===== src/rtl/csr_pkg.sv =====
// Shared constants and types for the supervisor CSR write-port sequencer.
// Covers CSR addresses, Zicsr funct3 codes, sstatus bit positions and FSM states.
package csr_pkg;

    localparam logic [11:0] CSR_SSTATUS = 12'h100;
    localparam logic [11:0] CSR_STVEC   = 12'h105;
    localparam logic [11:0] CSR_SEPC    = 12'h141;
    localparam logic [11:0] CSR_SCAUSE  = 12'h142;
    localparam logic [11:0] CSR_STVAL   = 12'h143;

    localparam logic [2:0] F3_RW  = 3'b001;
    localparam logic [2:0] F3_RS  = 3'b010;
    localparam logic [2:0] F3_RC  = 3'b011;
    localparam logic [2:0] F3_RWI = 3'b101;
    localparam logic [2:0] F3_RSI = 3'b110;
    localparam logic [2:0] F3_RCI = 3'b111;

    localparam int SIE_BIT  = 1;
    localparam int SPIE_BIT = 5;
    localparam int SPP_BIT  = 8;

    typedef enum logic [2:0] {
        ST_IDLE,
        ST_C_RMW,
        ST_T_SEPC,
        ST_T_SCAUSE,
        ST_T_STVAL,
        ST_T_SSTATUS,
        ST_R_SSTATUS,
        ST_DONE
    } state_t;

    // The top two address bits set mark a read-only CSR.
    function automatic logic csr_is_ro(input logic [11:0] addr);
        return addr[11:10] == 2'b11;
    endfunction

endpackage


===== src/rtl/csr_rmw_alu.sv =====
// Combinational read-modify-write for Zicsr instructions.
// Set/clear forms with rs1/zimm index 0 only read, so they report no write.
module csr_rmw_alu
    import csr_pkg::*;
(
    input  logic [2:0]  funct3,
    input  logic [31:0] old_val,
    input  logic [31:0] src_val,
    input  logic [4:0]  rs1_idx,
    output logic [31:0] new_val,
    output logic        wr_en
);

    always_comb begin
        new_val = old_val;
        wr_en   = 1'b0;
        case (funct3)
            F3_RW, F3_RWI: begin
                new_val = src_val;
                wr_en   = 1'b1;
            end
            F3_RS, F3_RSI: begin
                new_val = old_val | src_val;
                wr_en   = (rs1_idx != 5'd0);
            end
            F3_RC, F3_RCI: begin
                new_val = old_val & ~src_val;
                wr_en   = (rs1_idx != 5'd0);
            end
            default: begin
                new_val = old_val;
                wr_en   = 1'b0;
            end
        endcase
    end

endmodule


===== src/rtl/csr_sequencer.sv =====
// Owns the single CSR-file write port and sequences Zicsr RMW, trap entry and SRET over it.
// Returns the old CSR value, an illegal flag and the redirect target to the core.
module csr_sequencer
    import csr_pkg::*;
#(
    parameter bit P_VECTORED = 1'b1,
    parameter bit P_CHECK_RO = 1'b1
) (
    input  logic        i_clk,
    input  logic        i_rst,
    input  logic        i_csr_valid,
    input  logic [2:0]  i_csr_funct3,
    input  logic [11:0] i_csr_addr,
    input  logic [31:0] i_rs1_data,
    input  logic [4:0]  i_rs1_idx,
    input  logic        i_trap_valid,
    input  logic [31:0] i_trap_cause,
    input  logic [31:0] i_trap_pc,
    input  logic [31:0] i_trap_tval,
    input  logic        i_trap_priv,
    input  logic        i_sret_valid,
    input  logic [31:0] i_csr_regout,
    input  logic [31:0] i_stvec,
    input  logic [31:0] i_sepc,
    output logic [11:0] o_csr_select,
    output logic [31:0] o_csr_data,
    output logic        o_csr_load,
    output logic        o_ready,
    output logic        o_done,
    output logic [31:0] o_rd_data,
    output logic        o_illegal,
    output logic        o_redirect,
    output logic [31:0] o_redirect_pc,
    output logic        o_redirect_priv
);

    state_t      state, state_nxt;
    logic [2:0]  req_funct3;
    logic [11:0] req_addr;
    logic [31:0] req_rs1_data;
    logic [4:0]  req_rs1_idx;
    logic [31:0] req_cause;
    logic [31:0] req_pc;
    logic [31:0] req_tval;
    logic        req_priv;
    logic [11:0] sel_last;
    logic        illegal_q;
    logic        redirect_q;

    logic        accept;
    logic [31:0] rmw_src;
    logic [31:0] rmw_new;
    logic        rmw_we;
    logic        ro_block;
    logic [31:0] trap_sstatus;
    logic [31:0] sret_sstatus;
    logic [31:0] stvec_base;
    logic [31:0] trap_target;

    assign accept   = (state == ST_IDLE) && (i_trap_valid || i_sret_valid || i_csr_valid);
    assign rmw_src  = req_funct3[2] ? {27'd0, req_rs1_idx} : req_rs1_data;
    assign ro_block = rmw_we && csr_is_ro(req_addr);

    csr_rmw_alu u_alu (
        .funct3  (req_funct3),
        .old_val (i_csr_regout),
        .src_val (rmw_src),
        .rs1_idx (req_rs1_idx),
        .new_val (rmw_new),
        .wr_en   (rmw_we)
    );

    always_comb begin
        trap_sstatus           = i_csr_regout;
        trap_sstatus[SPIE_BIT] = i_csr_regout[SIE_BIT];
        trap_sstatus[SIE_BIT]  = 1'b0;
        trap_sstatus[SPP_BIT]  = req_priv;
        sret_sstatus           = i_csr_regout;
        sret_sstatus[SIE_BIT]  = i_csr_regout[SPIE_BIT];
        sret_sstatus[SPIE_BIT] = 1'b1;
        sret_sstatus[SPP_BIT]  = 1'b0;
    end

    // Vectoring applies to interrupts only; MODE 1x falls back to direct. Offset wraps mod 2^32.
    assign stvec_base  = {i_stvec[31:2], 2'b00};
    assign trap_target = (P_VECTORED && (i_stvec[1:0] == 2'b01) && req_cause[31])
                       ? stvec_base + {req_cause[29:0], 2'b00}
                       : stvec_base;

    always_ff @(posedge i_clk) begin
        if (i_rst) state <= ST_IDLE;
        else       state <= state_nxt;
    end

    always_comb begin
        state_nxt = state;
        case (state)
            ST_IDLE: begin
                if (i_trap_valid)      state_nxt = ST_T_SEPC;
                else if (i_sret_valid) state_nxt = ST_R_SSTATUS;
                else if (i_csr_valid)  state_nxt = ST_C_RMW;
            end
            ST_T_SEPC:    state_nxt = ST_T_SCAUSE;
            ST_T_SCAUSE:  state_nxt = ST_T_STVAL;
            ST_T_STVAL:   state_nxt = ST_T_SSTATUS;
            ST_C_RMW,
            ST_T_SSTATUS,
            ST_R_SSTATUS: state_nxt = ST_DONE;
            default:      state_nxt = ST_IDLE;
        endcase
    end

    always_comb begin
        o_csr_select = sel_last;
        o_csr_data   = 32'd0;
        o_csr_load   = 1'b0;
        case (state)
            ST_C_RMW: begin
                o_csr_select = req_addr;
                if (rmw_we && !ro_block) begin
                    o_csr_data = rmw_new;
                    o_csr_load = 1'b1;
                end
            end
            ST_T_SEPC: begin
                o_csr_select = CSR_SEPC;
                o_csr_data   = {req_pc[31:1], 1'b0};
                o_csr_load   = 1'b1;
            end
            ST_T_SCAUSE: begin
                o_csr_select = CSR_SCAUSE;
                o_csr_data   = req_cause;
                o_csr_load   = 1'b1;
            end
            ST_T_STVAL: begin
                o_csr_select = CSR_STVAL;
                o_csr_data   = req_tval;
                o_csr_load   = 1'b1;
            end
            ST_T_SSTATUS: begin
                o_csr_select = CSR_SSTATUS;
                o_csr_data   = trap_sstatus;
                o_csr_load   = 1'b1;
            end
            ST_R_SSTATUS: begin
                o_csr_select = CSR_SSTATUS;
                o_csr_data   = sret_sstatus;
                o_csr_load   = 1'b1;
            end
            default: ;
        endcase
        // A reset arriving mid-sequence must not let the in-flight write land.
        if (i_rst) begin
            o_csr_data = 32'd0;
            o_csr_load = 1'b0;
        end
        o_ready    = (state == ST_IDLE);
        o_done     = (state == ST_DONE);
        o_illegal  = (state == ST_DONE) && illegal_q;
        o_redirect = (state == ST_DONE) && redirect_q;
    end

    always_ff @(posedge i_clk) begin
        if (i_rst) begin
            req_funct3      <= 3'd0;
            req_addr        <= 12'd0;
            req_rs1_data    <= 32'd0;
            req_rs1_idx     <= 5'd0;
            req_cause       <= 32'd0;
            req_pc          <= 32'd0;
            req_tval        <= 32'd0;
            req_priv        <= 1'b0;
            sel_last        <= 12'd0;
            o_rd_data       <= 32'd0;
            illegal_q       <= 1'b0;
            redirect_q      <= 1'b0;
            o_redirect_pc   <= 32'd0;
            o_redirect_priv <= 1'b0;
        end else begin
            sel_last <= o_csr_select;
            if (accept) begin
                req_funct3   <= i_csr_funct3;
                req_addr     <= i_csr_addr;
                req_rs1_data <= i_rs1_data;
                req_rs1_idx  <= i_rs1_idx;
                req_cause    <= i_trap_cause;
                req_pc       <= i_trap_pc;
                req_tval     <= i_trap_tval;
                req_priv     <= i_trap_priv;
                illegal_q    <= 1'b0;
                redirect_q   <= 1'b0;
            end
            case (state)
                ST_C_RMW: begin
                    o_rd_data <= (P_CHECK_RO && ro_block) ? 32'd0 : i_csr_regout;
                    illegal_q <= P_CHECK_RO && ro_block;
                end
                ST_T_SSTATUS: begin
                    redirect_q      <= 1'b1;
                    o_redirect_pc   <= trap_target;
                    o_redirect_priv <= 1'b1;
                end
                ST_R_SSTATUS: begin
                    redirect_q      <= 1'b1;
                    o_redirect_pc   <= i_sepc;
                    o_redirect_priv <= i_csr_regout[SPP_BIT];
                end
                default: ;
            endcase
        end
    end

endmodule

===== config.mk =====
export PLATFORM = sky130hd
export DESIGN_NAME = csr_sequencer
export DESIGN_NICKNAME = d
export VERILOG_FILES = /design/src/rtl/csr_pkg.sv /design/src/rtl/csr_rmw_alu.sv /design/src/rtl/csr_sequencer.sv
export SDC_FILE = /design/constraint.sdc
export NUM_CORES = 1
export LEC_CHECK = 0
export CAP_MARGIN = 5
export CORE_MARGIN = 2
export CORE_UTILIZATION = 48
export DETAILED_ROUTE_END_ITERATION = 10
export MAX_ROUTING_LAYER = met4
export PLACE_DENSITY_LB_ADDON = 0.2
export REMOVE_ABC_BUFFERS = 1
export SLEW_MARGIN = 20
export SYNTH_ARGS = -nofsm -noshare
export SYNTH_HDL_FRONTEND = slang
export SYNTH_SLANG_ARGS = --single-unit

===== constraint.sdc =====
create_clock -name i_clk -period 3.1 [get_ports i_clk]
set_input_delay 0.62 -clock i_clk [delete_from_list [all_inputs] [get_ports i_clk]]
set_output_delay 0.62 -clock i_clk [all_outputs]
set_load 0.01 [all_outputs]

==> results.py <==
metrics = {
    "worst_setup_path": {
        "r2r_setup_slack_ns": 0.29,
        "start_kind": "register",
        "r2r-start": "req_cause[0]$_SDFFE_PP0P_",
        "cp_top_family": "flip-flops",
        "crit_slowest_cell": "dfxtp_2",
        "endpoint_kind": "primary output",
        "path_class": "register to primary output",
        "slowest_delay_ns": 0.68,
        "r2r-end": "o_redirect_pc[28]$_SDFFE_PP0P_",
        "reg2reg_depth": 10,
        "cp.arrival_ns": 2.46,
        "worstPathCellList": "buf_4 -> nand2b_1 -> mux2i_1 -> mux2i_1 -> nand2_1 -> a21oi_1 -> buf_2",
        "critPathMaxFanout": 18,
        "cp.required_ns": 2.48,
        "critPathBufInv": 2,
        "cp_common_cell": "mux2i_1",
    },
    "min_path": {
        "holdPathEnd": "req_pc[19]$_SDFFE_PP0P_",
        "min-delay-start": "req_pc[19]$_SDFFE_PP0P_",
        "holdPathStages": 2,
        "hold_class": "register to register",
    },
    "power": {
        "powerDensity_nw_per_um2": 826,
        "p_leak_uw": 0.00728,
        "ir_drop_mv": 0.666,
    },
    "cts": {
        "cts-root-buf": "clkbuf_16",
        "cts.sinks": 230,
        "tritoncts": "yes",
        "htreeDepth": 1,
        "worstSkewPairLatency_ns": 0.55,
        "clk_path_buf_depth": 3,
        "cts.reportedPaths.clkPinSlew_ns": 0.06,
        "cts_buffers": 26,
        "hold_buffers": 0,
    },
    "cells_and_area": {
        "layout_commonest_cell": "nand2_1",
        "final_cell_mix": "473 x nand2_1, 316 x clkdlybuf4s50_1, 263 x a21oi_1",
        "syn2layout_area_growth_pct": 47.7,
        "fin_cells": 2389,
        "drive_gt1_share_pct": 14.1,
        "fin_nets": 2320,
    },
    "floorplanning": {
        "io_pins": 364,
        "core_region_area_um2": 25300,
        "start_util_pct": 49.0,
        "rows": 58,
        "die_h_um": 165,
        "die_x_um": 165,
        "dieArea_um2": 27100,
    },
    "synthesis": {
        "syn_area_um2": 12400,
        "ys.flop_type": "dfxtp_1",
        "asyncSetResetFlopFracSynth_pct": 0,
        "syn_area_per_cell_um2": 7.57,
        "netlist_instances": 1636,
        "yosys_warnings": 0,
        "synth_cell_types": 69,
        "ys_seq_area_share_pct": 37.2,
        "synth_edf_count": 0,
        "ys_ff_latch": 230,
    },
    "timing": {
        "timing_hold_violations_final": 0,
        "fin_setup_tns_ns": 0,
        "final.min_clock_period_ns": 3.08,
        "max_slew.worst_pin.slew_ns": 0.983,
        "slew_violations": 0,
        "fmax_ghz": 0.325,
        "finalCritPeriodShare_pct": 99.3,
        "skew_ns": 0.0119,
        "setup_violations": 0,
        "grt_setup_unrepaired": "false",
        "relSlewSlack_pct": 34.5,
    },
    "placement": {
        "place_congestion": 0.978,
        "port_buffers": 362,
        "hpwl_um": 34100,
        "placed_cells_incl_taps": 2321,
    },
    "grt": {
        "grt_pass1_wl_um": 75100,
        "grtUsageTotal_pct": 36.7,
        "antenna_found_initial": 3,
        "grt_max_degree": 201,
        "grt_pass1_vias": 13700,
        "overflow": 0,
    },
    "routing": {
        "ant_nets": 0,
        "vias": 13900,
        "drc": 0,
        "wl_per_cell_um": 20.9,
        "drtIter0Drc": 1410,
        "routed_wl_um": 49900,
        "vias_per_cell": 5.83,
        "drtPass1Iterations": 6,
    },
    "outcome": {
        "status": "finished, final reports clean",
    },
    "flow_run": {
        "cap_viol_max_count": 0,
    },
}
[per-stage QoR]
stage          setup WS, ns  cell area, µm²  hold slack, ns  total power [µW]  util, %
5_1_grt            0.000184           18300           0.469             15900     72.4
4_1_cts              -0.127           18300           0.454             15000     72.3
2_1_floorplan         -2.48           11800           0.428              7000        -
6_report             0.0220           18300           0.456             15100     72.4
3_3_place_gp         -0.354           17000           0.441             10800     67.3
3_5_place_dp         -0.379           17000           0.446             11000     67.3
[cell families after synthesis]
kind of cell	Yosys count	synth area share [%]
AND/OR/NAND/NOR	654	22.2
AO/OA/AOI/OAI	505	26.2
flip-flops	230	37.2
buffers and inverters	140	5.06
multiplexers	57	4.66
adder cells (fa/ha/maj)	34	3.50
XOR/XNOR	16	1.13
[worst min-delay path, cell delays in order (launching register included)]
cell     delay [ns]
dfxtp_1        0.31
nand2_1        0.05
a21oi_1        0.05
[synthesized netlist by cell type (all sizes together) (2+ instances only)]
| cell | instances | area [µm²] |
|---|---|---|
| dfxtp | 230 | 4600 |
| nand2 | 473 | 1780 |
| a41oi | 2 | 43.8 |
| nor2b | 19 | 119 |
| mux2i | 52 | 521 |
| nand4 | 9 | 56.3 |
| a221oi | 27 | 236 |
| a2111oi | 3 | 70.1 |
| o211ai | 28 | 210 |
| o22ai | 8 | 50.1 |
| and3 | 7 | 46.3 |
| a22o | 33 | 289 |
| and2 | 6 | 37.5 |
| xor2 | 5 | 43.8 |
| a21o | 25 | 191 |
| nor3b | 3 | 22.5 |
| a311oi | 3 | 26.3 |
| mux2 | 5 | 56.3 |
| nand2b | 32 | 200 |
| or2 | 3 | 18.8 |
| ha | 33 | 413 |
| a222oi | 2 | 20.0 |
| nand3 | 23 | 115 |
| a21boi | 2 | 15.0 |
| nand3b | 2 | 15.0 |
| inv | 8 | 30.0 |
| or3 | 7 | 43.8 |
| a31o | 3 | 26.3 |
| clkbuf | 115 | 492 |
| xnor2 | 11 | 96.3 |
| or4 | 2 | 15.0 |
| a31oi | 15 | 100 |
| o21ai | 25 | 136 |
| o21ba | 2 | 20.0 |
| nor2 | 49 | 184 |
| buf | 16 | 101 |
| o21a | 9 | 67.6 |
| nor3 | 16 | 80.1 |
| a211o | 3 | 27.5 |
| a221o | 2 | 20.0 |
| a211oi | 13 | 103 |
| o31ai | 6 | 45.0 |
| a22oi | 15 | 113 |
| a21oi | 272 | 1370 |
[power by group]
part / internal (µW) / switching, µW
registers: 3650 / 518
logic: 3140 / 4270
clock network: 2220 / 1310
total: 9000 / 6100
[cell type report]
type / count / area (µm²)
Antenna cell: 3 / 7.51
Clock buffer: 40 / 813
Multi-Input combinational cell: 1266 / 7380
Clock inverter: 8 / 183
Tap cell: 330 / 413
Inverter: 9 / 38.8
Sequential cell: 230 / 4610
Fill cell: 2007 / 6970
Timing Repair Buffer: 503 / 4830
[repair_timing]
action / 4_1_cts / 5_1_grt
pin swaps: 3 / 6
resized for setup: 159 / 28
setup endpoints to repair: 45 / 33
cloned: 5 / 0
setup buffers: 14 / 2
endpoints found under the hold margin: 0 / 0
[routing by layer]
| metal | vias up | global-route usage, % | share of wire, % |
|---|---|---|---|
| met4 | 0 | 13.8 | 4.4 |
| met3 | 147 | 6.60 | 8.7 |
| met1 | 6508 | 43.9 | 39 |
| li1 | 6558 | - | - |
| met2 | 722 | 61.6 | 48 |
| met5 | - | - | 0 |
[worst max-delay path by stage]
stage                                     startpoint                              to  depth (start not counted)
after floorplan                state[0]$_SDFFE_PP0P_        req_addr[0]$_SDFFE_PP0P_                          6
after global placement                    i_stvec[6]  o_redirect_pc[27]$_SDFFE_PP0P_                         10
after detailed placement                  i_stvec[6]  o_redirect_pc[28]$_SDFFE_PP0P_                         10
after CTS                      state[1]$_SDFFE_PP0P_                   o_csr_data[2]                         10
after global routing           state[1]$_SDFFE_PP0P_                      o_csr_load                          8
final                     req_funct3[2]$_SDFFE_PP0P_                   o_csr_data[9]                          7
[sequential cells by signal, indices dropped and copies added, names as in the netlist, 3 cells and up]
register       cells
req_addr          12
state              3
req_rs1_data      32
o_rd_data         32
req_funct3         3
sel_last          12
req_cause         32
req_pc            31
req_rs1_idx        5
o_redirect_pc     32
req_tval          32
(Power assumes the default switching activity.)
